[src/rtl/obi_sram_arbiter.sv]
// Round-robin arbiter sharing one single-port OBI SRAM subordinate among NumReq managers.
// Zero added latency on the request path; responses return Latency cycles after the handshake.
// A stalled request is locked and held stable until granted; responses are never back-pressured.
// Optional build macro OBI_SRAM_ARB_FIXED_PRIO_EN: lowest index wins in IDLE and no rr_q is kept.
module obi_sram_arbiter #(
  parameter int NumReq    = 2,
  parameter int DataWidth = 32,
  parameter int Latency   = 1
) (
  input  logic                            clk_i,
  input  logic                            rst_i,
  input  logic [NumReq-1:0]               req_i,
  output logic [NumReq-1:0]               gnt_o,
  input  logic [NumReq*32-1:0]            addr_i,
  input  logic [NumReq-1:0]               we_i,
  input  logic [NumReq*(DataWidth/8)-1:0] be_i,
  input  logic [NumReq*DataWidth-1:0]     wdata_i,
  output logic [NumReq-1:0]               rvalid_o,
  output logic [NumReq*DataWidth-1:0]     rdata_o,
  output logic                            sbr_req_o,
  input  logic                            sbr_gnt_i,
  output logic [31:0]                     sbr_addr_o,
  output logic                            sbr_we_o,
  output logic [DataWidth/8-1:0]          sbr_be_o,
  output logic [DataWidth-1:0]            sbr_wdata_o,
  input  logic                            sbr_rvalid_i,
  input  logic [DataWidth-1:0]            sbr_rdata_i,
  output logic                            resp_err_o
);

  localparam int BeWidth = DataWidth / 8;
  localparam int IdxW    = (NumReq > 1) ? $clog2(NumReq) : 1;

  typedef enum logic {IDLE, LOCKED} state_e;

  state_e          state_q, state_d;
  logic [IdxW-1:0] lock_q;
  logic [IdxW-1:0] winner;
  logic            win_vld;
  logic            hs;
  logic            err_q;

  logic [Latency-1:0] own_vld_q;
  logic [IdxW-1:0]    own_idx_q [Latency];
  logic               tail_vld;
  logic [IdxW-1:0]    tail_idx;

`ifndef OBI_SRAM_ARB_FIXED_PRIO_EN
  logic [IdxW-1:0] rr_q;
  logic [IdxW-1:0] cand;
`endif

  // Winner selection: locked owner, otherwise next requester after the last grant
  always_comb begin
    winner  = '0;
    win_vld = 1'b0;
`ifndef OBI_SRAM_ARB_FIXED_PRIO_EN
    cand    = '0;
`endif
    if (state_q == LOCKED) begin
      winner  = lock_q;
      win_vld = req_i[lock_q];
    end else begin
`ifdef OBI_SRAM_ARB_FIXED_PRIO_EN
      // Walk downwards so the lowest set index is the one left standing
      for (int i = NumReq - 1; i >= 0; i--) begin
        if (req_i[i]) begin
          winner  = IdxW'(i);
          win_vld = 1'b1;
        end
      end
`else
      // Walk the ring backwards from rr_q so the nearest requester after rr_q wins
      for (int i = NumReq; i >= 1; i--) begin
        cand = IdxW'((int'(rr_q) + i) % NumReq);
        if (req_i[cand]) begin
          winner  = cand;
          win_vld = 1'b1;
        end
      end
`endif
    end
  end

  // A dropped locked request (protocol violation) yields no grant and pushes no owner
  assign hs = win_vld & sbr_gnt_i;

  // FSM state, lock owner and round-robin pointer registers
  always_ff @(posedge clk_i or posedge rst_i) begin
    if (rst_i) begin
      state_q <= IDLE;
      lock_q  <= '0;
`ifndef OBI_SRAM_ARB_FIXED_PRIO_EN
      rr_q    <= IdxW'(NumReq - 1);
`endif
    end else begin
      state_q <= state_d;
      if (state_q == IDLE && win_vld && !sbr_gnt_i) lock_q <= winner;
`ifndef OBI_SRAM_ARB_FIXED_PRIO_EN
      if (hs) rr_q <= winner;
`endif
    end
  end

  // Next state: lock on a stalled request, release on grant or on request withdrawal
  always_comb begin
    state_d = state_q;
    case (state_q)
      IDLE:    if (win_vld && !sbr_gnt_i) state_d = LOCKED;
      LOCKED:  if (!win_vld || sbr_gnt_i) state_d = IDLE;
      default: state_d = IDLE;
    endcase
  end

  // Request-path outputs: forward the winner combinationally, grant only the winner
  always_comb begin
    gnt_o       = '0;
    if (hs) gnt_o[winner] = 1'b1;
    sbr_req_o   = |req_i;
    sbr_addr_o  = addr_i[32*int'(winner) +: 32];
    sbr_we_o    = we_i[winner];
    sbr_be_o    = be_i[BeWidth*int'(winner) +: BeWidth];
    sbr_wdata_o = wdata_i[DataWidth*int'(winner) +: DataWidth];
  end

  // Owner pipe: one {valid, idx} entry per cycle, aligned with the subordinate latency
  always_ff @(posedge clk_i or posedge rst_i) begin
    if (rst_i) begin
      own_vld_q <= '0;
      for (int i = 0; i < Latency; i++) own_idx_q[i] <= '0;
    end else begin
      own_vld_q[0] <= hs;
      own_idx_q[0] <= winner;
      for (int i = 1; i < Latency; i++) begin
        own_vld_q[i] <= own_vld_q[i-1];
        own_idx_q[i] <= own_idx_q[i-1];
      end
    end
  end

  assign tail_vld = own_vld_q[Latency-1];
  assign tail_idx = own_idx_q[Latency-1];

  // Response routing: only the recorded owner sees rvalid/rdata, unowned data is dropped
  always_comb begin
    rvalid_o = '0;
    rdata_o  = '0;
    if (tail_vld && sbr_rvalid_i) begin
      rvalid_o[tail_idx]                             = 1'b1;
      rdata_o[DataWidth*int'(tail_idx) +: DataWidth] = sbr_rdata_i;
    end
  end

  // Sticky error when a response and its expected slot disagree
  always_ff @(posedge clk_i or posedge rst_i) begin
    if (rst_i) err_q <= 1'b0;
    else if (sbr_rvalid_i != tail_vld) err_q <= 1'b1;
  end

  assign resp_err_o = err_q;

endmodule

[config.mk]
export PLATFORM = sky130hd
export DESIGN_NAME = obi_sram_arbiter
export DESIGN_NICKNAME = d
export VERILOG_FILES = /design/src/rtl/obi_sram_arbiter.sv
export SDC_FILE = /design/constraint.sdc
export NUM_CORES = 1
export LEC_CHECK = 0
export ABC_AREA = 1
export BUFFER_PORTS_ARGS = -buffer_cell sky130_fd_sc_hd__buf_2
export CAP_MARGIN = 20
export CORE_AREA = 2 2 123 125
export DETAILED_ROUTE_END_ITERATION = 16
export DIE_AREA = 0 0 125 127
export GPL_TIMING_DRIVEN = 0
export HOLD_SLACK_MARGIN = 0.03
export PLACE_DENSITY = 0.39
export RECOVER_POWER = 100
export SETUP_SLACK_MARGIN = 0.02
export SKIP_LAST_GASP = 1
export SLEW_MARGIN = 5
export SYNTH_ARGS = -nofsm -noshare
export SYNTH_HDL_FRONTEND = slang
export SYNTH_SLANG_ARGS = --single-unit
[constraint.sdc]
create_clock -name clk_i -period 1.98 [get_ports clk_i]
set_clock_uncertainty 0.15 [all_clocks]
set_input_delay 0.297 -clock clk_i [delete_from_list [all_inputs] [get_ports clk_i]]
set_output_delay 0.297 -clock clk_i [all_outputs]
set_load 0.005 [all_outputs]
After elaboration in Yosys (flattened, before gate mapping). Index checks and enable logic that the tools add are counted.

Bits in registers: 6. Output and inout bits: 139. Logic and storage cells: 59.

Add/sub/neg operators: 3. $lt $le $gt $ge: 7. Equal/unequal tests: 1. Shifts and indexed selects: 5. Multiplexer cells: 24. Bitwise gates (word level): 3. Reductions and logical operators: 10.

Operator list (number): $shiftx 64x7->32 (2); $and 64x64->64 (1); $mux 64 (1); $shift 32x33->64 const A (1); $shiftx 32x33->64 (1); $neg 6->33 (1); $mux 1 (18); $lt 1x2->1 const B (5); $shiftx 8x4->4 (1); $logic_and 1x1->1 (6); $mux 2 (2); $add 1x1->1 const B (2); $demux 1 s1 (2); $ge 1x1->1 const B (2); $logic_not 1->1 (2); $pmux 1 s2 (1); $reduce_or 2->1 (1); $and 1x1->1 (1); $logic_or 1x1->1 (1); $ne 1x1->1 (1); $not 1->1 (1).

Logic depth before layout (Yosys ltp). Gate-level depths: netlist of run 1.

Word-level depth: 11. Mapped depth: 8.

Worst setup path after synthesis of run 1. No wires, ideal clock.

Kind: reg-to-output. Start point: reg rr_q. End point: out sbr_addr_o[0]. Data arrival time: 1092 ps. Data required time: 1533 ps. Path slack: 441 ps. Stages on the path, launching flop included: 8. Path buffers: 2. Path through: dfstp_2 nand2_1 nand3_1 nand2_1 buf_4 buf_4 nand2_1 nand2_1.

Longest elaborated chain between the ends: 7. Elaborated cells on any way between the ends: 10.

RTL lines: from (decl) (line 49) `logic [IdxW-1:0] rr_q;`; from (signal assigned) (line 94) `rr_q <= IdxW'(NumReq - 1);`; from (signal assigned) (line 100) `if (hs) rr_q <= winner;`; $add 1x1->1 (line 75) `cand = IdxW'((int'(rr_q) + i) % NumReq);`; $mux 1 (implied by the code) (2 in series) (line 76) `if (req_i[cand]) begin`; $mux 1 (line 76); $mux 1 * (line 76); $mux 1 * (line 60) `if (state_q == LOCKED) begin`; $shiftx 64x7->32 * (line 120) `sbr_addr_o = addr_i[32*int'(winner) +: 32];`; to (decl) (line 22) `output logic [31:0] sbr_addr_o,`.

Mark *: on every way between the ends. The rest lies on a longest branch, timed or not. The select of a mux whose other input is x is not followed.

Worst setup path after layout of run 1.
Start point: reg rr_q. End point: out sbr_wdata_o[29].

Longest elaborated chain between the ends: 7. Elaborated cells on any way between the ends: 10.

RTL lines: $add 1x1->1 (line 75); $mux 1 (implied by the code) (2 in series) (line 76); $mux 1 (line 76); $mux 1 * (line 76); $mux 1 * (line 60); $shiftx 64x7->32 * (line 123) `sbr_wdata_o = wdata_i[DataWidth*int'(winner) +: DataWidth];`; to (decl) (line 25) `output logic [DataWidth-1:0] sbr_wdata_o,`.

Marked as above.

==> results.yml, run 1 <==
synthesis:
  syn_inst: 362
  ys_ff_latch: 6
  ys_seq_area_frac: 0.0970
  yosys_warnings: 0
  synth.distinct_cells: 16
  synth_area_um2: 1560
  synth_nets: 539
  synth_area_per_cell_um2: 4.31
global_routing:
  grt_max_degree: 11
  overflow: 0
  grt_pass1_vias: 3076
  antenna_found_initial: 0
  grt_util_all_layers: 0.119
  grt_pass1_wl_um: 15500
sta:
  slew_violations: 0
  fin_ws_ps: -26.7
  rsz0062_at_grt: "true"
  fin_crit_sh: 1.01
  hold_slack_ps: 153
  maxSlewHeadroom: 0.848
  max_clock_freq_mhz: 498
  period_needed_ps: 2010
  setup-tns-final_ps: -248
  hold_viol_final: 0
  worst_pin_slew_ps: 228
  finalSetupViolCount: 34
power_and_ir_drop:
  totalPowerFinal_uw: 2070
  comb_power_share: 0.763
  p_sw_frac: 0.396
  power_switching_uw: 820
  seqPwrFrac: 0.075
  p_leak_uw: 0.00284
  p_clk_frac: 0.161
  p_per_area_nw_per_um2: 500
  max-vdd-ir-drop_v: 0.000204
  intPower_uw: 1250
layout:
  layout_commonest_cell: "buf_2"
  final_cell_mix: "buf_2 (306), nand2_1 (173), nor2_1 (64)"
  fin_nets: 873
  fillCellCount: 1674
  regArea_um2: 151
  drive_gt1_frac: 0.583
  areaGrowthSynthToFinish_pct: 165
  diodes: 0
  multiInputGateArea_um2: 1330
min_path:
  min_to: "state_q"
  hp-start: "sbr_gnt_i"
  hold_depth: 2
  hp-class: "in -> reg"
placement:
  dp_slack_ps: 11.0
  hpwl_um: 8630
  gp_congestion: 0.761
  portBuffers: 314
critical_path:
  r2r_cells: 7
  r2r_slack_ps: 540
  criticalPathCategory: "reg -> out"
  start_kind: "register"
  worstPathRequired_ps: 1530
  r2r-start: "rr_q"
  critPathMaxFanout: 10
  reg2reg_to: "lock_q"
  critical_path_arrival_ps: 1560
  worst_setup_path_end_kind: "primary output"
die:
  core_um2: 14400
  dieArea_um2: 15900
  io_pins: 315
  start_util: 0.108
  die_h_um: 127
  rows: 44
  die_x_um: 125
drt:
  vias: 3222
  via_per_inst: 3.67
  wl_per_cell_um: 12.1
  drtIter0Drc: 54
  ant_nets: 0
  routed_wl_um: 10700
  first_pass_iters: 4
  drc: 0
outcome:
  status: "finished with violations"
  violations: "negative setup slack"
cts:
  h-tree-depth: 1
  cts_sinks: 6
  clk_pin_slew_worst_paths_ps: 30
  cts.path.max_buffers: 2
  cts_tree: "done"
  clock_latency_ps: 230
  cts_root_buf: "clkbuf_16"
  numCtsBuffers: 3
flow_run:
  maxCapViolations: 0
==> metal layers <==
layer,vias to the layer above,part of all wire,track usage
li1,1704,-,-
met1,1328,0.35,0.119
met2,188,0.56,0.254
met3,2,0.090,0.0318
met4,0,0.0025,0.00588
met5,-,0,0
==> sequential cells by signal, indices dropped and copies added, names as in the netlist <==
name and count:
lock_q 1, own_idx_q 1, own_vld_q 1, resp_err_o 1, rr_q 1, state_q 1
==> metrics by stage <==
stage,utilization,area [um2],std cells
floorplan,-,1560,362
global placement,0.233,3360,860
global route,0.287,4140,879
finish,0.287,4140,879
detailed placement,0.233,3360,860
CTS,0.262,3770,874
==> layout make-up <==
cell class	count	area share
Tap cell	184	0.0556
Inverter	42	0.0399
Sequential cell	6	0.0366
Clock buffer	4	0.0190
Buffer	19	0.0644
Timing Repair Buffer	331	0.464
Multi-Input combinational cell	293	0.321
==> power by group through the flow <==
stage	Combinational (uW)	Clock (uW)	Sequential, uW
3_5_place_dp	1130	0	154
5_1_grt	1750	352	158
3_3_place_gp	1140	0	156
6_report	1580	334	156
4_1_cts	1390	344	155
2_1_floorplan	522	0	152
==> cells in the mapped netlist <==
| master | number | area share |
|---|---|---|
| nor2_1 | 67 | 0.16 |
| clkbuf_1 | 6 | 0.014 |
| inv_1 | 41 | 0.099 |
| buf_4 | 7 | 0.034 |
| or2_2 | 1 | 0.0040 |
| nand3_1 | 2 | 0.0064 |
| nand2_1 | 219 | 0.53 |
| inv_2 | 1 | 0.0024 |
| dfrtp_1 | 5 | 0.080 |
| dfstp_2 | 1 | 0.017 |
| ha_1 | 1 | 0.0080 |
| buf_6 | 3 | 0.022 |
| o21ai_0 | 1 | 0.0032 |
| a21oi_1 | 1 | 0.0032 |
| buf_2 | 5 | 0.016 |
| nor3_1 | 1 | 0.0032 |
==> logic make-up (layout without fill, tap and decap cells) <==
family                   count (synthesis)  in the layout  synth area share
buffers and inverters                   63            396             0.187
flip-flops                               6              6            0.0970
AO/OA/AOI/OAI                            2              2           0.00641
adder cells (fa/ha/maj)                  1              1           0.00802
AND/OR/NAND/NOR                        290            290             0.702
==> repair_timing <==
action	4_1_cts	5_1_grt
resized for setup	47	88
endpoints found under the setup margin	129	122
cloned	3	5
pin swaps	2	15
buffers inserted	6	3
hold buffers	1	0
endpoints found under the hold margin	5	0
==> worst max-delay path, cell delays in order, from the launching register on <==
cell	delay, ps
dfstp_2	540
nand2_2	60
nand3_2	70
nand2_4	90
buf_12	180
buf_8	140
nand2_1	60
nand2_1	60
buf_2	130
==> how the worst max path moves through the flow <==
stage / startpoint / end / slack, ps / cells past startpoint
6_report: rr_q / sbr_wdata_o[29] / -30 / 8
5_1_grt: rr_q / sbr_wdata_o[7] / -110 / 9
4_1_cts: rr_q / gnt_o[1] / -110 / 9
3_5_place_dp: sbr_rvalid_i / rdata_o[29] / 10 / 8
3_3_place_gp: sbr_rvalid_i / rdata_o[20] / -30 / 8
2_1_floorplan: rr_q / sbr_addr_o[0] / 440 / 7
No activity file was read; power rests on OpenSTA's default activity.
==> run 2, diff against run 1 <==
GPL_TIMING_DRIVEN = unset   (was 0)
==> run 2 against run 1 <==
  * The flow now finishes without violations
  * Final cell count shrank 2.0%
  * Highest routed layer unchanged
  * Critical path depth is the same
  * First-iteration DRC count grew 63%
  * Utilization shrank 2.2 points
  * Die area is the same
==> results.yml, run 2 (same netlist as run 1, synthesis figures left out) <==
global_routing:
  grt_max_degree: 51
  overflow: 0
  grt_util_met1: 0.111
  met2_usage: 0.224
  busiest_layer: "met2"
  grt_util_all_layers: 0.108
  antenna_found_initial: 0
  use_met3: 0.0281
  grt_pass1_wl_um: 14400
  grt_pass1_vias: 3083
sta:
  maxSlewHeadroom: 0.843
  slew_violations: 0
  fin_crit_sh: 0.981
  period_needed_ps: 1940
  finalSetupViolCount: 0
  max_clock_freq_mhz: 515
  hold_viol_final: 0
  rsz0062_at_grt: "true"
  worst_pin_slew_ps: 235
power_and_ir_drop:
  seqPwrFrac: 0.084
  p_leak_uw: 0.00269
  p_per_area_nw_per_um2: 487
  p_clk_frac: 0.181
  max-vdd-ir-drop_v: 0.000243
  intPower_uw: 1090
  power_switching_uw: 765
  p_sw_frac: 0.412
  totalPowerFinal_uw: 1860
  comb_power_share: 0.735
drt:
  drtIter0Drc: 88
  first_pass_iters: 4
  ant_nets: 0
  vias: 3175
  routed_wl_um: 10400
  drc: 0
  wl_per_cell_um: 12.1
  via_per_inst: 3.69
die:
  rows: 44
  die_h_um: 127
  die_x_um: 125
  start_util: 0.108
  io_pins: 315
  core_um2: 14400
  dieArea_um2: 15900
critical_path:
  crit_top_cell: "nand2_1"
  crit_buf_inv: 4
  slowest_delay_ps: 420
  cp_cell_sequence: "inv_2 > nand3_4 > nand2_8 > clkinv_8 > clkbuf_16 > nand2_1 > nand2_1 > buf_2"
  worstPathRequired_ps: 1530
  r2r-start: "rr_q"
  worst_setup_path_end_kind: "primary output"
  slowest_stage: "dfrtp_1"
  start_kind: "register"
  reg2reg_to: "lock_q"
  critPathMaxFanout: 7
  criticalPathCategory: "reg -> out"
  critical_path_arrival_ps: 1500
  r2r_cells: 6
  r2r_slack_ps: 570
  cp_top_family: "buffers and inverters"
placement:
  portBuffers: 314
  gp_congestion: 0.738
  placed_cell_area_um2: 3340
  hpwl_um: 7760
layout:
  diodes: 0
  stdcell_area_um2: 3820
  fin_util: 0.265
  layout_commonest_cell: "buf_2"
  areaGrowthSynthToFinish_pct: 145
  fin_nets: 855
  drive_gt1_frac: 0.538
  final_cell_mix: "buf_2 (309), nand2_1 (194), nor2_1 (67)"
min_path:
  min_to: "state_q"
  hold_depth: 2
  hp-start: "sbr_gnt_i"
  hp-class: "in -> reg"
cts:
  cts.path.max_buffers: 2
  numCtsBuffers: 3
  cts_tree: "done"
  cts_sinks: 6
  clock_latency_ps: 230
  cts_root_buf: "clkbuf_16"
  clk_pin_slew_worst_paths_ps: 40
  h-tree-depth: 1
outcome:
  status: "finished clean"
flow_run:
  maxCapViolations: 0
run 2: cell count changes in the layout (fill, tap and decap cells not counted), sizes merged:
cell    previous run  this run
buf              339       323
clkbuf            14        11
clkinv             0         1
run 2: per-stage QoR:
step	setup TNS (ps)	worst slack, ps	hold WS, ps	std cells
after CTS	-497	-53.2	121	851
after global routing	-1210	-33.7	129	861
after floorplan	0	441	-62.8	362
after global placement	0	145	72.5	845
after detailed placement	0	166	85.2	845
final	0	37.9	123	861
run 2: cell type report:
cell class / count / area [um2]
multi-input cells: 293 / 1230
well taps: 184 / 230
repair inverters: 1 / 11.3
repair buffers: 331 / 1950
fillers: 1678 / 10600
clock buffers: 4 / 78.8
flip-flops and latches: 6 / 151
inverters: 42 / 170
run 2: worst max path at each step:
stage          startpoint         endpoint  slack (ps)  depth (start not counted)
4_1_cts              rr_q  sbr_wdata_o[10]         -50                          8
5_1_grt           state_q  sbr_wdata_o[27]         -30                          8
2_1_floorplan        rr_q    sbr_addr_o[0]         440                          7
6_report          state_q  sbr_wdata_o[12]          40                          8
3_5_place_dp         rr_q  sbr_wdata_o[10]         170                          8
3_3_place_gp         rr_q  sbr_wdata_o[10]         140                          8
run 2: repair_timing:
item                       4_1_cts  5_1_grt
cloned                           1       10
hold buffers                     1        0
setup endpoints to repair       46       71
pin swaps                        0        5
hold endpoints to repair         5        0
resized for setup                2       45
buffers inserted                 0        0
run 2: layer usage:
layer | part of all wire | vias up | routed length, um
li1 | - | 1665 | -
met1 | 0.37 | 1314 | 3830
met2 | 0.54 | 192 | 5640
met3 | 0.089 | 4 | 930
met4 | 0.0034 | 0 | 36
met5 | 0 | - | 0
run 2: power groups by stage:
| stage | Sequential [uW] | Clock (uW) | Combinational [uW] |
|---|---|---|---|
| 3_5_place_dp | 154 | 0 | 1080 |
| 2_1_floorplan | 152 | 0 | 522 |
| 6_report | 156 | 337 | 1370 |
| 4_1_cts | 154 | 344 | 1110 |
| 3_3_place_gp | 155 | 0 | 1090 |
| 5_1_grt | 158 | 351 | 1530 |
run 2: worst register-to-register path: stages (launching register included):
cell and delay [ps]:
dfstp_2 530, nand2_2 60, nand3_4 80, nand2_8 110, clkbuf_16 220, nand2_1 80, o21ai_0 70
